### config.mk
export PLATFORM = sky130hd
export DESIGN_NAME = keystream_xor
export DESIGN_NICKNAME = d
export VERILOG_FILES = /design/src/rtl/keystream_xor.sv
export SDC_FILE = /design/constraint.sdc
export NUM_CORES = 1
export LEC_CHECK = 0
export ABC_AREA = 1
export CAP_MARGIN = 10
export CELL_PAD_IN_SITES_DETAIL_PLACEMENT = 0
export CELL_PAD_IN_SITES_GLOBAL_PLACEMENT = 1
export CORE_ASPECT_RATIO = 0.8
export CORE_UTILIZATION = 40
export DETAILED_ROUTE_END_ITERATION = 6
export PLACE_DENSITY = 0.73
export REMOVE_ABC_BUFFERS = 1
export SYNTH_ARGS = -nofsm -noshare
export SYNTH_HDL_FRONTEND = slang
export SYNTH_SLANG_ARGS = --single-unit
### constraint.sdc
create_clock -name clk -period 2 [get_ports clk]
set_input_delay 0.3 -clock clk [delete_from_list [all_inputs] [get_ports clk]]
set_output_delay 0.3 -clock clk [all_outputs]
set_load 0.02 [all_outputs]
### src/rtl/keystream_xor.sv
// Packs the free-running one-bit LFSR keystream LSB-first into bytes, buffers them
// in a small FIFO and XORs each buffered byte with an incoming plaintext byte.
module keystream_xor #(
  parameter int KS_DEPTH = 4
) (
  input  logic                       clk,
  input  logic                       reset_n,
  input  logic                       ks_sync,
  input  logic                       ks_bit,
  input  logic [7:0]                 pt_data,
  input  logic                       pt_valid,
  output logic                       pt_ready,
  output logic [7:0]                 ct_data,
  output logic                       ct_valid,
  input  logic                       ct_ready,
  output logic [$clog2(KS_DEPTH):0]  ks_level,
  output logic                       ks_overflow
);

  localparam int AW = $clog2(KS_DEPTH);
  localparam int LW = AW + 1;
  localparam logic [LW-1:0] DEPTH_L = LW'(KS_DEPTH);

  logic [2:0]    cnt;
  logic [7:0]    pack;
  logic [7:0]    fifo_mem [KS_DEPTH];
  logic [AW-1:0] wr_ptr;
  logic [AW-1:0] rd_ptr;

  logic [7:0] new_byte;
  logic [7:0] fifo_head;
  logic       byte_done;
  logic       accept;
  logic       push;

  assign new_byte  = {ks_bit, pack[7:1]};
  assign fifo_head = fifo_mem[rd_ptr];
  assign byte_done = !ks_sync && (cnt == 3'd7);

  // Handshakes: a transfer happens on an edge where valid && ready are both 1.
  // pt_ready needs a buffered keystream byte and a free (or draining) output
  // register, and drops during ks_sync; ct_valid holds with ct_data stable until
  // ct_ready is seen, and a new byte may be accepted on the draining edge itself.
  assign pt_ready = (ks_level != '0) && (!ct_valid || ct_ready) && !ks_sync;
  assign accept   = pt_valid && pt_ready;

  // A full FIFO still takes the new byte when the head is popped on the same edge.
  assign push = byte_done && ((ks_level < DEPTH_L) || accept);

  always_ff @(posedge clk) begin
    if (push) begin
      fifo_mem[wr_ptr] <= new_byte;
    end
  end

  always_ff @(posedge clk or negedge reset_n) begin
    if (!reset_n) begin
      cnt         <= 3'd0;
      pack        <= 8'h00;
      wr_ptr      <= '0;
      rd_ptr      <= '0;
      ks_level    <= '0;
      ks_overflow <= 1'b0;
    end else if (ks_sync) begin
      cnt         <= 3'd0;
      pack        <= 8'h00;
      wr_ptr      <= '0;
      rd_ptr      <= '0;
      ks_level    <= '0;
      ks_overflow <= 1'b0;
    end else begin
      // The LFSR cannot stall, so the packer advances even when bytes are dropped.
      cnt  <= cnt + 3'd1;
      pack <= new_byte;
      if (push) begin
        wr_ptr <= wr_ptr + 1'b1;
      end
      if (byte_done && !push) begin
        ks_overflow <= 1'b1;
      end
      if (accept) begin
        rd_ptr <= rd_ptr + 1'b1;
      end
      case ({push, accept})
        2'b10:   ks_level <= ks_level + 1'b1;
        2'b01:   ks_level <= ks_level - 1'b1;
        default: ks_level <= ks_level;
      endcase
    end
  end

  always_ff @(posedge clk or negedge reset_n) begin
    if (!reset_n) begin
      ct_valid <= 1'b0;
      ct_data  <= 8'h00;
    end else if (accept) begin
      ct_valid <= 1'b1;
      ct_data  <= pt_data ^ fifo_head;
    end else if (ct_valid && ct_ready) begin
      ct_valid <= 1'b0;
    end
  end

endmodule

==> out/results.txt, run 1 <==
final setup violation count - 0
Vias/cell - 4.41
clock transition at the registers of the reported paths - 0.07 ns
post-DR wirelength/cell - 12.5 um
share of post-route cells with drive strength above 1 - 15.1%
logic gate share of total power - 28.6%
Max-slew headroom - 72.0%
FF-to-FF path depth - 12
reg2reg start - cnt[0]
Design Area, Final - 3190 um^2
Root Driver - clkbuf_8
Hold Path Class - in2async
CP arrival - 2.00 ns
hpwl dp - 3240 um
1st-iter DRT viols - 86
Initial Utilization - 42.1%
synthesis-to-finish area growth - 26.0%
Final Skew - 0.00893 ns
WP data required - 2.22 ns
most frequent cells in the layout - nand2_1, edfxtp_1, dfrtp_1
power per cell area - 1040 nW/um^2
Clock Power Share - 26.9%
via count - 1641
gr ovfl total - 0
Sw Pwr - 0.00101 W
Int Power - 0.00231 W
initial antenna violation count - 0
crit path launch type - register
Leak - 1.41 nW
FF+latch count, synth - 59
IO Count - 28
largest net degree at the start of global routing - 28
VDD IR-drop max - 0.373 mV
Rows - 25
status - completed
number of detailed-route iterations in the first pass - 4
Slew Viols, Final - 0
Post-DP Area - 3020 um^2
ant diodes - 0
slew at the pin with the worst max-slew slack - 0.419 ns
sequential area share after synthesis - 64.7%
Die ar. - 6650 um^2
CTS tree - done
Placed Cells - 356
vias in the first global route - 1611
number of distinct library cells after synthesis - 24
CTS Buf Count - 9
Core Region - 6010 um^2
routing usage on met2 - 25.4%
Mapped Cells - 232
Clk Latency, worst-skew pair - 0.33 ns
number of remaining DRC errors - 0
dpl ws - -0.157 ns
max frequency - 0.563 GHz
GRT Max-Usage Layer - met2
clk buf depth - 2
crit path capture type - register
GRT Total Usage - 16.6%
met3 Track Usage GR - 6.25%
DRT Wirelength - 4660 um
commonest non-fill, non-tap cell in the layout - nand2_1
M1 GR Usage - 21.8%
total power - 0.00332 W
Final Hold Viols - 0
Layout Cells excl Fill - 372
Final ANT Viol Nets - 0
FF-to-FF setup slack - 0.22 ns
sequential power share - 44.4%
Crit Path Class - reg2reg
Final Critical Period - 1.78 ns
die height - 73.2 um
RSZ-0062 raised after global routing - false
max cap viols - 0
H-tree levels - 3
Final Worst Setup Slack - 0.223 ns
Mean Syn Cell Area - 10.9 um^2
Ys Warns - 0
synthesized area - 2530 um^2
port bufs - 27
first-pass GRT wire length - 8050 um
final core utilization - 53.1%
GPL Wtd Cong - 0.778
Worst R2R End - ks_level[2]
crit path max fanout - 2
Tcrit/Tclk final - 88.8%
CTS sink cnt - 59
Die W - 90.9 um
fin nets - 307
Sw Ratio - 30.5%
-- stage by stage --
step	hold slack [ns]	TNS, ns
floorplan	0.00441	-2.73
global placement	0.421	-0.887
detailed placement	0.428	-1.34
CTS	0.355	0
global route	0.384	0
finish	0.349	0
-- cell families after synthesis --
logic type	Yosys count	share of synthesized area [%]
xor gates and xnor gates	9	3.11
DFF	59	64.7
and+or+nand+nor	111	19.2
buffers and inverters	33	6.38
adders and majority gates	7	3.76
AOI/OAI and AO/OA	13	2.87
-- worst max path at each step --
| stage | start | endpoint | slack [ns] | cells past startpoint |
|---|---|---|---|---|
| 3_3_place_gp | ks_sync | ks_level[2] | -0.11 | 12 |
| 4_1_cts | cnt[0] | ks_level[2] | 0.14 | 12 |
| 3_5_place_dp | ks_sync | ks_level[2] | -0.16 | 12 |
| 2_1_floorplan | ks_level[2] | fifo_mem[0][0] | -0.09 | 6 |
| 5_1_grt | cnt[0] | ks_level[2] | 0.01 | 12 |
| 6_report | cnt[0] | ks_level[2] | 0.22 | 12 |
-- state kept, by name (all words and copies together), names as in the netlist, 2 cells and up --
signal and cells:
ks_level 3, cnt 3, rd_ptr 2, pack 7, wr_ptr 2, ct_data 8, fifo_mem 32
-- power groups by stage --
stage          Sequential, W  Clock (W)  Combinational, W
2_1_floorplan        0.00165          0          0.000353
3_3_place_gp         0.00150          0          0.000941
3_5_place_dp         0.00150          0          0.000947
4_1_cts              0.00148   0.000925          0.000943
5_1_grt              0.00150   0.000980           0.00106
6_report             0.00148   0.000894          0.000952
-- worst max-delay path, cell delays in order (launching register included) --
cell and delay, ns:
dfrtp_1 0.35, ha_1 0.15, ha_1 0.15, nand2_1 0.07, nand4_1 0.11, inv_1 0.06, fa_2 0.35, xnor2_2 0.15
inv_1 0.05, nand2_1 0.06, nand2_1 0.05, nand3_1 0.07, nand2_1 0.04
-- layout make-up --
cell class / instances / area (um^2)
Clock buffer: 13 / 149
Clock inverter: 3 / 13.8
Fill cell: 534 / 2820
Inverter: 25 / 96.3
Multi-Input combinational cell: 140 / 743
Sequential cell: 59 / 1640
Tap cell: 81 / 101
Timing Repair Buffer: 51 / 449
-- repair_timing --
action / 4_1_cts / 5_1_grt
hold buffers: 0 / 0
buffers inserted: 0 / 0
gates resized for setup: 1 / 2
pin swaps: 0 / 1
setup endpoints to repair: 1 / 1
-- layer usage --
| metal | share of wire (%) | vias up |
|---|---|---|
| li1 | - | 873 |
| met5 | 0 | - |
| met4 | 0.90 | 0 |
| met3 | 4.3 | 4 |
| met1 | 50 | 734 |
| met2 | 45 | 30 |
-- Yosys cell counts --
library cell / n / area (um^2)
o21ai_1: 4 / 20.0
nand3_4: 1 / 17.5
buf_2: 1 / 5.00
nor2_1: 16 / 60.1
buf_6: 4 / 45.0
nand4_1: 5 / 31.3
inv_4: 1 / 6.26
xnor2_1: 1 / 8.76
a21oi_1: 1 / 5.00
clkbuf_1: 2 / 7.51
edfxtp_1: 32 / 961
nand2_1: 62 / 233
ha_1: 6 / 75.1
inv_2: 1 / 3.75
dfrtp_1: 27 / 676
fa_1: 1 / 20.0
o2bb2ai_1: 1 / 8.76
inv_1: 23 / 86.3
nand3_2: 2 / 20.0
nand3_1: 25 / 125
o21ai_0: 6 / 30.0
buf_4: 1 / 7.51
a21oi_2: 1 / 8.76
xor2_1: 8 / 70.1
Power figures use the tool's default switching activity.
==> run 2, diff against run 1 <==
--- a/config.mk
+++ b/config.mk
@@ -5,14 +5,14 @@
 export SDC_FILE = /design/constraint.sdc
 export NUM_CORES = 1
 export LEC_CHECK = 0
-export ABC_AREA = 1
 export CAP_MARGIN = 10
 export CELL_PAD_IN_SITES_DETAIL_PLACEMENT = 0
 export CELL_PAD_IN_SITES_GLOBAL_PLACEMENT = 1
 export CORE_ASPECT_RATIO = 0.8
-export CORE_UTILIZATION = 40
+export CORE_UTILIZATION = 41
 export DETAILED_ROUTE_END_ITERATION = 6
-export PLACE_DENSITY = 0.73
+export GPL_TIMING_DRIVEN = 0
+export PLACE_DENSITY = 0.72
 export REMOVE_ABC_BUFFERS = 1
 export SYNTH_ARGS = -nofsm -noshare
 export SYNTH_HDL_FRONTEND = slang
==> out/results.txt, run 2 <==
Post-DP Area - 2830 um^2
synth cell count leaders - edfxtp_1, dfrtp_1, a21oi_1
crit path capture type - register
max cap viols - 0
CP arrival - 2.23 ns
Initial Utilization - 44.0%
Die ar. - 6370 um^2
via count - 1541
first-pass GRT wire length - 8350 um
crit path max fanout - 3
synthesis-to-finish area growth - 25.8%
max reg flops - 32
Die W - 89.0 um
Vias/cell - 5.24
GRT Total Usage - 18.8%
CTS sink cnt - 59
final setup violation count - 0
number of distinct library cells after synthesis - 33
Clk Latency, worst-skew pair - 0.33 ns
Core Region - 5650 um^2
Design Area, Final - 3130 um^2
FF+latch count, synth - 59
share of post-route cells with drive strength above 1 - 22.7%
Critical path buffers and inverters - 0
die height - 71.6 um
Register Area - 1640 um^2
Mapped Cells - 171
Ys Warns - 0
Most Frequent Cell on Critical Path - nor3_4
Slowest-stage cell, CP - or4_1
Final Hold Viols - 0
1st-iter DRT viols - 97
Synth top area share - 38.7%
power per cell area - 921 nW/um^2
Largest Register - fifo_mem
mux contribution to synthesized area - 7.66%
CTS Buf Count - 9
Rows - 24
clock transition at the registers of the reported paths - 0.07 ns
Critical Path Start - ks_level[1]
WP data required - 2.24 ns
max frequency - 0.503 GHz
EDFF count, synth - 32
vias in the first global route - 1626
fin nets - 232
crit path launch type - register
Final Skew - 0.0115 ns
hpwl dp - 3150 um
initial antenna violation count - 0
synthesized area - 2480 um^2
Post-synth ARST share - 45.8%
largest net degree at the start of global routing - 23
synth top area cells - edfxtp_1, dfrtp_1, mux4_2
simple-gate share of the synthesized area - 9.82%
Sw Ratio - 25.3%
most frequent cells in the layout - edfxtp_1, clkdlybuf4s50_1, dfrtp_1
Hold Path Class - in2async
largest delay contributor family on the critical path - simple AND/OR/NAND/NOR gates
Root Driver - clkbuf_8
crit-path max cell delay - 0.49 ns
Post-Synth XOR/XNOR Area - 3.17%
Int Power - 0.00215 W
multi-input logic area - 836 um^2
clk buf depth - 2
number of detailed-route iterations in the first pass - 4
top-count cell post-synth - edfxtp_1
RSZ-0062 raised after global routing - true
Crit Path Class - reg2reg
Leak - 1.16 nW
post-DR wirelength/cell - 17.1 um
status - completed
commonest non-fill, non-tap cell in the layout - edfxtp_1
reg2reg start - ks_level[1]
GPL Wtd Cong - 0.743
gr ovfl total - 0
number of fill cells in the layout - 488
IO Count - 28
largest family of logic cells by synthesized area - simple AND/OR/NAND/NOR gates
CTS tree - done
H-tree levels - 3
number of remaining DRC errors - 0
Max-slew headroom - 49.8%
Adder-Cell Fraction of Synth Area - 3.83%
slew at the pin with the worst max-slew slack - 0.750 ns
logic gate share of total power - 15.7%
ant diodes - 0
Mean Syn Cell Area - 14.5 um^2
DRT Wirelength - 5030 um
Clock Power Share - 35.3%
Synth area leader - edfxtp_1
ys flop type - edfxtp_1
sequential area share after synthesis - 65.9%
Final ANT Viol Nets - 0
VDD IR-drop max - 0.359 mV
Synth Area in Compound Gates - 6.80%
Slew Viols, Final - 0
sequential power share - 48.9%
biggest regs - fifo_mem x32, ct_data x8, pack x7
cell chain of the critical path - nor3_4, nor3_4, a21boi_2, fa_2, or4_1, a31oi_1
Sw Pwr - 0.000727 W
Tcrit/Tclk final - 99.4%
# hold bufs at CTS - 0
Final Critical Period - 1.99 ns
port bufs - 27
Fin Setup TNS - 0 ns
[run 2: path summary, 6_finish.rpt]
check / endpoint / slack (ns) / cells past startpoint
worst max register to register: ks_level[2] / 0.01 / 6
min in group clk: pack[2] / 0.41 / 2
max in group asynchronous: pack[3] / 1.06 / 2
worst min-delay path: ct_data[0] / 0.39 / 1
worst min register to register: cnt[0] / 0.43 / 1
worst max-delay path: ks_level[2] / 0.01 / 6
[run 2: area by class of cell]
class	instances	area share [%]
clock buffer	10	4.08
clock inverter	6	1.84
inverter	5	0.600
multi-input combinational	100	26.7
sequential	59	52.5
tap	78	3.12
timing repair buffer	36	11.1
[run 2: worst reg2reg max path, cell delays in order (launching register included)]
cell	delay, ns
dfrtp_2	0.43
nor3_4	0.25
nor3_4	0.07
a21boi_2	0.16
fa_2	0.35
or4_1	0.49
a31oi_1	0.16
[run 2: logic make-up after synthesis]
| kind of cell | after synthesis |
|---|---|
| mux | 9 |
| xor+xnor | 9 |
| flops | 59 |
| buf+inv | 13 |
| simple gates | 45 |
| fa+ha+maj | 7 |
| compound gates | 29 |
[run 2: through the flow]
step	cells	setup slack, ns	hold slack (ns)	total power [W]	util [%]
after floorplan	163	-0.509	0.00441	0.00163	-
after global placement	268	-1.90	0.416	0.00184	49.6
after detailed placement	269	-2.00	0.423	0.00186	50.1
after CTS	292	-0.0284	0.400	0.00291	55.1
after global routing	294	-0.0707	0.439	0.00301	55.4
final	294	0.0116	0.394	0.00288	55.4
[run 2: power by group through the flow]
stage	logic (W)	clock network [W]	registers, W
final	0.000453	0.00102	0.00141
after global routing	0.000492	0.00109	0.00142
after CTS	0.000457	0.00104	0.00141
after detailed placement	0.000429	0	0.00143
after global placement	0.000412	0	0.00143
after floorplan	0.000118	0	0.00151
[run 2: per-layer routing]
metal  part of all wire [%]  track usage [%]  vias up
li1                       -                -      704
met1                     44             23.9      784
met2                     50             30.9       48
met3                    4.8             6.22        5
met4                   0.91             5.82        0
met5                      0                0        -
[run 2: what timing repair did]
action | 4_1_cts | 5_1_grt
gates cloned | 1 | 0
hold endpoints to repair | 0 | 0
pin swaps | 5 | 3
resized for setup | 22 | 5
setup endpoints to repair | 45 | 27
buffers inserted | 6 | 2
